<file path="src/rtl/mdet_pkg.sv">
// Shared types and constants for the multi-channel "first one" detector scheduler.
// Detector state encoding is fixed (IDLE=00, ONE=01, RUN=10); code 11 is never
// produced and decays to IDLE on the next step.
package mdet_pkg;

  typedef logic [1:0] det_state_t;

  localparam det_state_t ST_IDLE = 2'b00;
  localparam det_state_t ST_ONE  = 2'b01;
  localparam det_state_t ST_RUN  = 2'b10;

  // Width of the per-channel event counters (optional feature).
  localparam int CNT_W = 8;
  localparam logic [CNT_W-1:0] CNT_MAX = '1;

endpackage

</file>
<file path="src/rtl/mdet_sched_if.sv">
// Handshake bundle for mdet_sched: per-channel bit offers in, single event stream out.
// master = channel sources + event consumer, slave = the scheduler.
interface mdet_sched_if #(
  parameter int NCH = 4,
  parameter int CW  = $clog2(NCH)
);

  logic [NCH-1:0] in_valid;
  logic [NCH-1:0] in_bit;
  logic [NCH-1:0] in_ready;
  logic           ev_valid;
  logic [CW-1:0]  ev_ch;
  logic           ev_ready;

  modport master (
    output in_valid, in_bit, ev_ready,
    input  in_ready, ev_valid, ev_ch
  );

  modport slave (
    input  in_valid, in_bit, ev_ready,
    output in_ready, ev_valid, ev_ch
  );

endinterface

</file>
<file path="src/rtl/det_step.sv">
// Combinational next-state function of one channel detector.
//
//   state | meaning
//   ------+-----------------------------------------------
//   IDLE  | last accepted bit was 0, or cleared / reset
//   ONE   | exactly one 1 seen since IDLE (event raised here)
//   RUN   | two or more consecutive 1s
//
// One instance is shared: only the granted channel steps in a given cycle.
module det_step
  import mdet_pkg::*;
(
  input  det_state_t state,
  input  logic       din,
  output det_state_t next_state,
  output logic       ev
);

  // A 0 always returns to IDLE; a 1 advances IDLE->ONE->RUN, RUN holds.
  always_comb begin
    next_state = ST_IDLE;
    if (din) begin
      case (state)
        ST_IDLE: next_state = ST_ONE;
        ST_ONE:  next_state = ST_RUN;
        ST_RUN:  next_state = ST_RUN;
        default: next_state = ST_IDLE;
      endcase
    end
  end

  assign ev = (next_state == ST_ONE);

endmodule

</file>
<file path="src/rtl/mdet_sched.sv">
// Round-robin scheduler feeding NCH serial bit streams through one shared
// detector, emitting a registered event (channel index) on each first 1 after a 0.
// Optional build macro MDET_SCHED_CNT_EN adds per-channel saturating event counters
// readable through cnt_sel / cnt_out.
module mdet_sched
  import mdet_pkg::*;
#(
  parameter int NCH = 4,
  parameter int CW  = $clog2(NCH)
) (
  input  logic             clk,
  input  logic             reset,
  input  logic             clr,
`ifdef MDET_SCHED_CNT_EN
  input  logic [CW-1:0]    cnt_sel,
  output logic [CNT_W-1:0] cnt_out,
`endif
  mdet_sched_if.slave      bus
);

  det_state_t     st [NCH];
  logic [CW-1:0]  ptr;
  logic [CW-1:0]  gnt_idx;
  logic           gnt_any;
  logic           stall;
  det_state_t     nxt_st;
  logic           step_ev;
  logic           new_ev;
  logic           ev_valid_q;
  logic [CW-1:0]  ev_ch_q;
  int             rr_idx;

  // Grants freeze while an event waits for its consumer, during clear, and in reset.
  assign stall = (ev_valid_q && !bus.ev_ready) || clr || reset;

  // Round-robin pick: first valid channel scanning upward from ptr, with wrap.
  always_comb begin
    gnt_any = 1'b0;
    gnt_idx = '0;
    rr_idx  = 0;
    if (!stall) begin
      for (int i = 0; i < NCH; i++) begin
        rr_idx = (int'(ptr) + i) % NCH;
        if (!gnt_any && bus.in_valid[rr_idx]) begin
          gnt_any = 1'b1;
          gnt_idx = CW'(rr_idx);
        end
      end
    end
  end

  assign bus.in_ready = gnt_any ? (NCH'(1) << gnt_idx) : '0;

  det_step u_step (
    .state      (st[gnt_idx]),
    .din        (bus.in_bit[gnt_idx]),
    .next_state (nxt_st),
    .ev         (step_ev)
  );

  assign new_ev = gnt_any && step_ev;

  // Detector states: clear wipes all channels, otherwise only the granted one moves.
  always_ff @(posedge clk or posedge reset) begin
    if (reset) begin
      for (int i = 0; i < NCH; i++) st[i] <= ST_IDLE;
    end else if (clr) begin
      for (int i = 0; i < NCH; i++) st[i] <= ST_IDLE;
    end else if (gnt_any) begin
      st[gnt_idx] <= nxt_st;
    end
  end

  // Round-robin pointer moves just past the last granted channel.
  always_ff @(posedge clk or posedge reset) begin
    if (reset) begin
      ptr <= '0;
    end else if (gnt_any) begin
      ptr <= (int'(gnt_idx) == NCH - 1) ? '0 : gnt_idx + 1'b1;
    end
  end

  // Event register: new event loads even while the old one is being accepted.
  always_ff @(posedge clk or posedge reset) begin
    if (reset) begin
      ev_valid_q <= 1'b0;
      ev_ch_q    <= '0;
    end else if (new_ev) begin
      ev_valid_q <= 1'b1;
      ev_ch_q    <= gnt_idx;
    end else if (bus.ev_ready) begin
      ev_valid_q <= 1'b0;
    end
  end

  assign bus.ev_valid = ev_valid_q;
  assign bus.ev_ch    = ev_ch_q;

`ifdef MDET_SCHED_CNT_EN
  logic [CNT_W-1:0] cnt [NCH];

  // Per-channel event counters, saturating at all-ones.
  always_ff @(posedge clk or posedge reset) begin
    if (reset) begin
      for (int i = 0; i < NCH; i++) cnt[i] <= '0;
    end else if (clr) begin
      for (int i = 0; i < NCH; i++) cnt[i] <= '0;
    end else if (new_ev && (cnt[gnt_idx] != CNT_MAX)) begin
      cnt[gnt_idx] <= cnt[gnt_idx] + 1'b1;
    end
  end

  // Counter readback mux; out-of-range selects read zero.
  always_comb begin
    cnt_out = '0;
    for (int i = 0; i < NCH; i++) begin
      if (CW'(i) == cnt_sel) cnt_out = cnt[i];
    end
  end
`endif

endmodule

</file>
<file path="src/flat_wrapper.sv">
// flat-port wrapper written by rule: the top's interface ports become plain ports
module mdet_sched_flat import mdet_pkg::*;
#(
  parameter int NCH = 4,
  parameter int CW  = $clog2(NCH)
)
  (clk, reset, clr, bus_in_valid, bus_in_bit, bus_ev_ready, bus_in_ready, bus_ev_valid, bus_ev_ch);
  mdet_sched_if #(.NCH(NCH), .CW(CW)) bus_i ();
  input  logic clk;
  input  logic reset;
  input  logic clr;
  input wire logic [$bits(bus_i.in_valid)-1:0] bus_in_valid;
  input wire logic [$bits(bus_i.in_bit)-1:0] bus_in_bit;
  input wire logic [$bits(bus_i.ev_ready)-1:0] bus_ev_ready;
  output wire logic [$bits(bus_i.in_ready)-1:0] bus_in_ready;
  output wire logic [$bits(bus_i.ev_valid)-1:0] bus_ev_valid;
  output wire logic [$bits(bus_i.ev_ch)-1:0] bus_ev_ch;
  assign bus_i.in_valid = bus_in_valid;
  assign bus_i.in_bit = bus_in_bit;
  assign bus_i.ev_ready = bus_ev_ready;
  assign bus_in_ready = bus_i.in_ready;
  assign bus_ev_valid = bus_i.ev_valid;
  assign bus_ev_ch = bus_i.ev_ch;
  mdet_sched #(.NCH(NCH), .CW(CW)) u_core (.clk(clk), .reset(reset), .clr(clr), .bus(bus_i));
endmodule
</file>
<file path="config.mk">
export PLATFORM = sky130hd
export DESIGN_NAME = mdet_sched_flat
export DESIGN_NICKNAME = d
export VERILOG_FILES = /design/src/rtl/mdet_pkg.sv /design/src/rtl/mdet_sched_if.sv /design/src/rtl/det_step.sv /design/src/rtl/mdet_sched.sv /design/src/flat_wrapper.sv
export SDC_FILE = /design/constraint.sdc
export NUM_CORES = 1
export LEC_CHECK = 0
export CORE_MARGIN = 4
export CORE_UTILIZATION = 51
export CTS_BUF_LIST = sky130_fd_sc_hd__clkbuf_4 sky130_fd_sc_hd__clkbuf_8
export CTS_CLUSTER_SIZE = 28
export DETAILED_ROUTE_END_ITERATION = 16
export PLACE_DENSITY_LB_ADDON = 0.15
export SLEW_MARGIN = 15
export SYNTH_ARGS = -nofsm -noshare
export SYNTH_HDL_FRONTEND = slang
export SYNTH_HIERARCHICAL = 1
export SYNTH_SLANG_ARGS = --single-unit
</file>
<file path="constraint.sdc">
create_clock -name clk -period 3.1 [get_ports clk]
set_input_delay 0.465 -clock clk [delete_from_list [all_inputs] [get_ports clk]]
set_output_delay 0.465 -clock clk [all_outputs]
set_load 0.005 [all_outputs]
</file>
* Word level (Yosys, flattened, before mapping) *
Index checks and enable logic that the tools add are counted.

word-level totals
  register bits after elaboration = 13
  output and inout bits = 7
  logic and storage cells = 86
  input bits = 12

operators by class
  equality and inequality tests = 4
  shift operators = 1
  reduce and logical (&&, ||, !) cells = 19
  mux-type cells = 40
  $add $sub $neg = 4
  $lt $le $gt $ge = 7
  bitwise operators = 4

operator list
  kind                   number
  $mux W2                10
  $mux W1                18
  $mux W8                2
  $lt A3 B4 Y1 const B   3
  $bmux W1 S2            5
  $bwmux W8              1
  $reduce_or A2 Y1       4
  $eq A2 B1 Y1 const B   3
  $logic_and A1 B1 Y1    6
  $lt A2 B3 Y1 const B   2
  $add A2 B1 Y2 const B  2
  $add A2 B2 Y2 const B  2
  $bmux W2 S2            1
  $demux W2 S2           1
  $logic_not A1 Y1       4
  $mux W4                1
  $pmux W2 S2            1
  $reduce_bool A2 Y1     2
  $shl A1 B2 Y4 const A  1
  $and A1 B1 Y1 const A  3
  $ge A3 B3 Y1 const B   1
  $lt A3 B1 Y1 const B   1
  $not A2 Y3             1
  $eq A2 B2 Y1 const B   1
  other kinds (2)        3

* Depth between registers and ports, before layout *
Gate-level depths: netlist of the first run.

  depth in word-level cells = 28
  mapped depth = 15
  gate-level depth less buffers = 12

* Hierarchy *
The synthesis of the first run kept the hierarchy.

modules (own cells, without submodules)
  module      area each (um^2)  seq. area each (um^2)  cells an instance  instances
  mdet_sched  780.7             325.3                  95                 1
  det_step    42.5              0.0                    6                  1

* Worst setup path after synthesis of the first run *
Ideal clock, no wire load.

  path type = input to register
  from = input port bus_in_valid[2]
  to = register u_core.ev_ch_q[0], in the netlist u_core/bus.ev_ch[0]
  stages = 14
  buffers on the path = 2
  data arrival time = 2.512 ns
  data required time = 2.972 ns
  library setup time = 0.128 ns
  path slack = 0.460 ns
  cell sequence = or4_1 > and3_1 > buf_6 > o221a_2 > buf_6 > clkinv_8 > a21oi_1 > a22oi_1 > inv_1 > ha_1 > and3b_1 > nand2_1 > nand2_1 > o21ai_0

between the ends
  longest elaborated chain between the ends = 26
  elaborated cells on any way between the ends = 44
  classes of those cells = eq/ne (3); mux (31); bitwise (1); reduce/logical (9)

RTL lines
  item                                                 RTL line            text
  start: declaration                                   flat_wrapper.sv:12  input wire logic [$bits(bus_i.in_valid)-1:0] bus_in_valid;
  $bmux W1 S2                                          mdet_sched.sv:44    if (!gnt_any && bus.in_valid[rr_idx]) begin
  $mux W1 (not written as such)                        mdet_sched.sv:44
  $mux W1                                              mdet_sched.sv:44
  $mux W1                                              mdet_sched.sv:41    if (!stall) begin
  $logic_not A1 Y1                                     mdet_sched.sv:44
  $logic_and A1 B1 Y1                                  mdet_sched.sv:44
  $mux W1                                              mdet_sched.sv:44
  $mux W1                                              mdet_sched.sv:41
  [10 not listed]                                      --
  $mux W2 (not written as such) (2 in a row)           mdet_sched.sv:55    .state (st[gnt_idx]),
  $eq A2 B2 Y1 / $eq A2 B1 Y1 (equally long branches)  det_step.sv:23      case (state)
  $reduce_or A2 Y1 (no line)                           --
  $pmux W2 S2                                          det_step.sv:23
  $mux W2 (*)                                          det_step.sv:22      if (din) begin
  $eq A2 B1 Y1 (*)                                     det_step.sv:32      assign ev = (next_state == ST_ONE);
  via u_core.step_ev                                   mdet_sched.sv:27    logic step_ev;
  $logic_and A1 B1 Y1 (*)                              mdet_sched.sv:61    assign new_ev = gnt_any && step_ev;
  end signal: assignment                               mdet_sched.sv:90    ev_ch_q <= gnt_idx;
  end: declaration                                     mdet_sched.sv:30    logic [CW-1:0] ev_ch_q;

Mark *: on every way through the listed nets, which the timed path passes. The rest lies on a longest branch. The select of a mux whose other input is x is not followed.
A chain may end at the register's enable or synchronous reset.

* Final worst setup path of the first run *
  from = input port bus_in_valid[0]
  to = output port bus_in_ready[3]

between the ends
  longest elaborated chain between the ends = 18
  elaborated cells on any way between the ends = 32
  classes of those cells = shift (1); mux (25); reduce/logical (6)

RTL lines
  item                           RTL line            text
  $bmux W1 S2                    mdet_sched.sv:44
  $mux W1 (not written as such)  mdet_sched.sv:44
  $mux W1                        mdet_sched.sv:44
  $mux W1                        mdet_sched.sv:41
  $logic_not A1 Y1               mdet_sched.sv:44
  $logic_and A1 B1 Y1            mdet_sched.sv:44
  $mux W1                        mdet_sched.sv:44
  $mux W1                        mdet_sched.sv:41
  [2 not listed]                 --
  $mux W1                        mdet_sched.sv:44
  $mux W1                        mdet_sched.sv:41
  $logic_not A1 Y1               mdet_sched.sv:44
  $logic_and A1 B1 Y1            mdet_sched.sv:44
  $mux W2                        mdet_sched.sv:44
  $mux W2                        mdet_sched.sv:41
  $shl A1 B2 Y4                  mdet_sched.sv:52    assign bus.in_ready = gnt_any ? (NCH'(1) << gnt_idx) : '0;
  $mux W4 (*)                    mdet_sched.sv:52
  end: declaration               flat_wrapper.sv:15  output wire logic [$bits(bus_i.in_ready)-1:0] bus_in_ready;

Mark *: on every way between the ends. The rest lies on a longest branch, timed or not. The select of a mux whose other input is x is not followed.

==> reports/results.ini, run 1 <==
[outcome]
outcome=complete, no violations

[floorplanning]
dieArea_um2=2320
floorplan.die.height_um=48.2
core_region_area_um2=1520
initial_core_util_pct=54.0
number_of_cell_rows=14
io-pin-count=19
fp.dieW_um=48.2

[synthesis]
async_reset_ff_share_pct=100
ys.flop_type=dfrtp_1
post_synth_main_area_contributors=dfrtp_1 40%, a21oi_1 9.1%, nand2_1 7.8%
synth-seq-area-share_pct=39.5
yosys.cell_count.top_type=nand2_1
synth.yosys.warnings=6
postSynthCellCount=101
postSynthRegisterBits=13
synth_commonest_cells=17 x nand2_1, 15 x a21oi_1, 13 x dfrtp_1
netlist-cell-type-count=28
postSynthAreaPerCell_um2=8.15
synth_top_area_share_pct=39.5
syn-num-nets=116
post_synth_edffs=0
syn-cell-area_um2=823
yosysTopAreaCell=dfrtp_1

[placed_design]
placement.io_buffers=18
place.detailed.instances=144
gp_congestion=0.864
place_worst_setup_slack_ps=-64.8
dp_hpwl_mm=1.66
placed_cell_area_um2=1090

[cts]
ctsLongestPathBuffers=2
clk_transition_reported_paths_ps=90
cts_htree_levels=1
clock_latency_of_the_later_clocked_register_in_the_worst_skew_pair_ps=280
clk_tree_root_cell=clkbuf_4
tritoncts=yes
clock-sinks=13
cts_hold_buffers=0
cts_buffers=3

[global_routing]
largest_net_degree_at_the_start_of_global_routing=14
grt_antenna_before_repair=0
gr-usage-all-layers_pct=22.7
grt_first_pass_wirelength_mm=3.55
grt_pass1_vias=812
grt_remaining_overflow=0

[route]
drt-total-wl_mm=2.32
ant_nets=0
post_drt_wl_per_cell_um=15.4
drc=0
dr.first_iter.drc_count=41
route.vias.total=871
drt_pass1_iterations=4
routed_via_density=5.81

[timing]
final_hold_viol_count=0
tightestPinTransition_ps=532
final-max-slew-violation-count=0
finalWorstPathRequiredPeriod_ps=3080
skew_ps=9.86
grt_setup_unrepaired=yes
setup_ws_ps=23.2
minimum_hold_slack_ps=483
achievable-frequency_ghz=0.325
final.period_utilization_pct=99.3
setup_tns_ps=0
slew_headroom_pct=64.5
finalSetupViolations=0

[setup_path]
criticalPathCategory=in2out
critical_path_end_type=output pin
worst-endpoint-required_ps=2630
critPathLaunchType=primary input
worst_ep_arrival_time_ps=2610
r2r_cells=12
cp_max_fo=4

[pwr]
irDropWorstVdd_uv=349
fin_total_pwr_mw=0.510
pd_cells_nw_per_um2=439
power.leakage_nw=0.555

[cells_and_area]
layout.cells.non_filler=150
layout.nets=150
num_antenna_cells=0
syn_to_final_growth_pct=41.0
design_area_um2=1160
layout-drive-gt1-share_pct=21.6
finish.utilization_pct=76.2

[job]
number_of_max_cap_violations=0

[hold_path]
whs_path_depth=2
worst_hold_path_type=reg2reg

state kept, by name, indices dropped and copies added (netlist names):
signal and count:
u_core/bus.ev_ch 2, u_core/bus.ev_valid 1, u_core/ptr 2, u_core/st 8
power by group:
group | internal, mW | switching [mW]
combinational | 0.0974 | 0.0878
sequential | 0.190 | 0.0189
clock | 0.0587 | 0.0571
worst max-delay path, cell delays in order:
cell	delay, ps
clkdlybuf4s50_1	440
nor2b_1	160
a211o_2	340
a211oi_2	210
buf_4	170
ha_2	200
nand2_1	80
inv_1	60
clkdlybuf4s50_1	490
cells by family after synthesis:
kind of cell	Yosys count	synth area share, %
DFF	13	39.5
buffers and inverters	14	9.88
and+or+nand+nor	39	21.7
muxes	1	1.37
adders and majority gates	3	4.56
AOI/OAI and AO/OA	31	22.9
area by class of cell:
type                            count  area (µm²)
Timing Repair Buffer               33         295
Sequential cell                    13         325
Clock buffer                        4        30.0
Inverter                           10        50.0
Fill cell                         120         363
Tap cell                           16        20.0
Multi-Input combinational cell     74         440
repair_timing:
item,in CTS,in global routing
endpoints found under the setup margin,2,4
setup buffers,2,0
gates resized for setup,2,4
metal layers:
metal	global-route usage, %	wire [µm]	share of wire [%]	up-vias
met2	38.5	1130	49	43
met1	26.9	964	42	404
met3	5.54	170	7.3	9
met5	0	0	0	-
met4	9.68	55	2.4	0
li1	-	-	-	415
path summary, 6_finish.rpt:
check | from | end | slack (ps)
min in group asynchronous | reset | u_core/ptr[1]$_DFFE_PP0P_ | 540
hold / removal | u_core/bus.ev_ch[1]$_DFFE_PP0P_ | u_core/bus.ev_ch[1]$_DFFE_PP0P_ | 480
max in group asynchronous | reset | u_core/st[0]$_DFFE_PP0P_ | 2190
hold reg to reg | u_core/bus.ev_ch[1]$_DFFE_PP0P_ | u_core/bus.ev_ch[1]$_DFFE_PP0P_ | 480
setup reg to reg | u_core/ptr[0]$_DFFE_PP0P_ | u_core/bus.ev_ch[0]$_DFFE_PP0P_ | 440
setup / recovery | bus_in_valid[0] | bus_in_ready[3] | 20
placed cells by master (no fill, tap or decap), types with 2 or more instances in the layout:
cell type / netlist / final
a21oi_1: 15 / 15
a22oi_1: 4 / 4
buf_4: 0 / 15
clkbuf_4: 0 / 4
clkdlybuf4s50_1: 0 / 17
dfrtp_1: 13 / 13
ha_2: 0 / 2
inv_1: 8 / 8
nand2_1: 17 / 17
nand3_1: 8 / 8
nor2_1: 7 / 7
o21ai_0: 6 / 6
No activity file was read; power rests on OpenSTA's default activity.
==> run 2, diff against run 1 <==
--- a/config.mk
+++ b/config.mk
@@ -10,7 +10,9 @@
 export CTS_BUF_LIST = sky130_fd_sc_hd__clkbuf_4 sky130_fd_sc_hd__clkbuf_8
 export CTS_CLUSTER_SIZE = 28
 export DETAILED_ROUTE_END_ITERATION = 16
+export GPL_ROUTABILITY_DRIVEN = 0
 export PLACE_DENSITY_LB_ADDON = 0.15
+export REMOVE_ABC_BUFFERS = 1
 export SLEW_MARGIN = 15
 export SYNTH_ARGS = -nofsm -noshare
 export SYNTH_HDL_FRONTEND = slang
==> run 2 against run 1 <==
  * Sequential share of layout area down 0.12 points
  * Largest power group unchanged
  * Core utilization up 0.33 points
  * Clock skew down 2.4 ps
  * Global-route usage down 0.21 points
  * Non-clock buffer count unchanged
  * Critical endpoint is now bus_in_ready[1]
  * First-iteration DRC count up 17%
  * Sequential power about the same
  * Fmax up 1.7%
  * Largest cell class unchanged
==> reports/results.ini, run 2 (same netlist as run 1, synthesis figures left out) <==
[floorplanning]
fp.dieW_um=48.2  ; unchanged
initial_core_util_pct=54.0  ; unchanged
number_of_cell_rows=14  ; unchanged
core_region_area_um2=1520  ; unchanged
dieArea_um2=2320  ; unchanged
io-pin-count=19  ; unchanged
floorplan.die.height_um=48.2  ; unchanged

[cells_and_area]
max_ffs_per_register=8  ; unchanged
num_antenna_cells=0  ; unchanged
most_common_cell_after_layout_fill_and_taps_aside=nand2_1
layout.nets=150  ; unchanged
mostFrequentLayoutCells=17 x nand2_1, 15 x clkdlybuf4s50_1, 15 x a21oi_1, 15 x buf_4, 13 x dfrtp_1
largest-register=u_core/st
layout-drive-gt1-share_pct=22.4  ; +0.75 points
syn_to_final_growth_pct=41.6

[timing]
finalWorstPathRequiredPeriod_ps=3020  ; -52.3 ps
setup_ws_ps=75.5  ; +52.3 ps
final-max-slew-violation-count=0  ; unchanged
tightestPinTransition_ps=509  ; -22.9 ps
final_hold_viol_count=0  ; unchanged
finalSetupViolations=0  ; unchanged
slew_headroom_pct=66.0  ; +1.5 points
skew_ps=7.44  ; -2.42 ps
setup_tns_ps=0  ; unchanged
final.period_utilization_pct=97.6  ; -1.7 points
achievable-frequency_ghz=0.331  ; +1.7%

[route]
post_drt_wl_per_cell_um=15.7  ; +1.4%
drc=0  ; unchanged
drt-total-wl_mm=2.35  ; +1.4%
drt_pass1_iterations=4  ; unchanged
ant_nets=0  ; unchanged
dr.first_iter.drc_count=48  ; +17%
route.vias.total=898  ; +3.1%
routed_via_density=5.99  ; +3.1%

[global_routing]
grt_first_pass_wirelength_mm=3.73  ; +4.9%
gr-usage-all-layers_pct=22.4  ; -0.21 points
grt_pass1_vias=878  ; +8.1%
largest_net_degree_at_the_start_of_global_routing=14  ; unchanged
grt_remaining_overflow=0  ; unchanged
grt_antenna_before_repair=0  ; unchanged

[setup_path]
r2r_cells=13  ; +1
ff_to_ff_start=u_core/ptr[0]$_DFFE_PP0P_
startpoint=bus_in_valid[1]
critical_path_end_type=output pin
worst-endpoint-required_ps=2630  ; about the same
reg2reg_to=u_core/bus.ev_ch[0]$_DFFE_PP0P_
ff2ff_setup_slack_ps=420  ; -20 ps
criticalPathCategory=in2out
capturing_element_of_the_worst_setup_path=bus_in_ready[1]
cp_max_fo=9  ; +5
critPathLaunchType=primary input
worst_ep_arrival_time_ps=2560  ; -50 ps

[pwr]
irDropWorstVdd_uv=281  ; -20%
fin_total_pwr_mw=0.499  ; -2.2%
power.leakage_nw=0.583  ; +5.1%
pd_cells_nw_per_um2=428  ; -2.6%

[placed_design]
placement.io_buffers=18  ; unchanged
dp_hpwl_mm=1.59  ; -4.2%
place_worst_setup_slack_ps=-58.5  ; +6.32 ps

[cts]
clock-sinks=13  ; unchanged
ctsLongestPathBuffers=2  ; unchanged
clk_tree_root_cell=clkbuf_4
cts_htree_levels=1  ; unchanged
clock_latency_of_the_later_clocked_register_in_the_worst_skew_pair_ps=270  ; about the same
cts_hold_buffers=0  ; unchanged
tritoncts=yes
clk_transition_reported_paths_ps=90  ; about the same
cts_buffers=3  ; unchanged

[job]
number_of_max_cap_violations=0  ; unchanged

[hold_path]
worst_hold_path_type=reg2reg

[outcome]
outcome=complete, no violations

## run 2: changes by cell type in the layout (fill, tap and decap cells not counted), sizes merged
cell           previous run  this run
clkdlybuf4s50            17        15
clkinv                    1         2
dlymetal6s2s              1         3
clkbuf                    4         3
## run 2: how the worst min path moves through the flow
stage | endpoint | cells past startpoint | startpoint
CTS | u_core/bus.ev_ch[1]$_DFFE_PP0P_ | 2 | u_core/bus.ev_ch[1]$_DFFE_PP0P_
finish | u_core/bus.ev_ch[1]$_DFFE_PP0P_ | 2 | u_core/bus.ev_ch[1]$_DFFE_PP0P_
global placement | u_core/bus.ev_ch[0]$_DFFE_PP0P_ | 2 | u_core/bus.ev_ch[0]$_DFFE_PP0P_
global route | u_core/bus.ev_ch[0]$_DFFE_PP0P_ | 2 | u_core/bus.ev_ch[0]$_DFFE_PP0P_
floorplan | u_core/bus.ev_ch[0]$_DFFE_PP0P_ | 1 | reset
detailed placement | u_core/bus.ev_ch[1]$_DFFE_PP0P_ | 2 | u_core/bus.ev_ch[1]$_DFFE_PP0P_
## run 2: metal layers
layer  vias to the layer above  routed length [µm]  track usage (%)
li1                        420                   -                -
met1                       421                1010             28.1
met2                        53                1140             38.8
met3                         4                 165             3.32
met4                         0                  38             8.06
met5                         -                   0                0
## run 2: final cells by class
cell class | count | area, µm²
multi-input cells | 74 | 443
repair buffers | 33 | 300
flip-flops and latches | 13 | 325
fillers | 114 | 358
clock buffers | 3 | 22.5
well taps | 16 | 20.0
inverters | 10 | 50.0
clock inverters | 1 | 5.00
## run 2: power by group
part	internal (mW)	switching [mW]
logic	0.0955	0.0889
registers	0.190	0.0190
clock network	0.0477	0.0578
total	0.333	0.166
## run 2: through the flow
step / util, % / hold WS, ps / area (µm²) / instances
6_report: 76.5 / 482 / 1170 / 150
3_3_place_gp: 71.0 / 462 / 1080 / 143
2_1_floorplan: - / 342 / 792 / 97
3_5_place_dp: 71.0 / 470 / 1080 / 143
5_1_grt: 76.5 / 543 / 1170 / 150
4_1_cts: 74.7 / 491 / 1140 / 149
## run 2: what timing repair did
item / in CTS / in global routing
setup endpoints to repair: 3 / 5
setup buffers: 2 / 1
resized for setup: 2 / 7
gates cloned: 0 / 0
## run 2: critical path: stages
cell	delay [ps]
clkdlybuf4s50_1	500
inv_1	50
a211o_2	370
a211oi_2	230
buf_4	170
inv_2	40
buf_4	150
nor2_1	80
clkdlybuf4s50_1	500
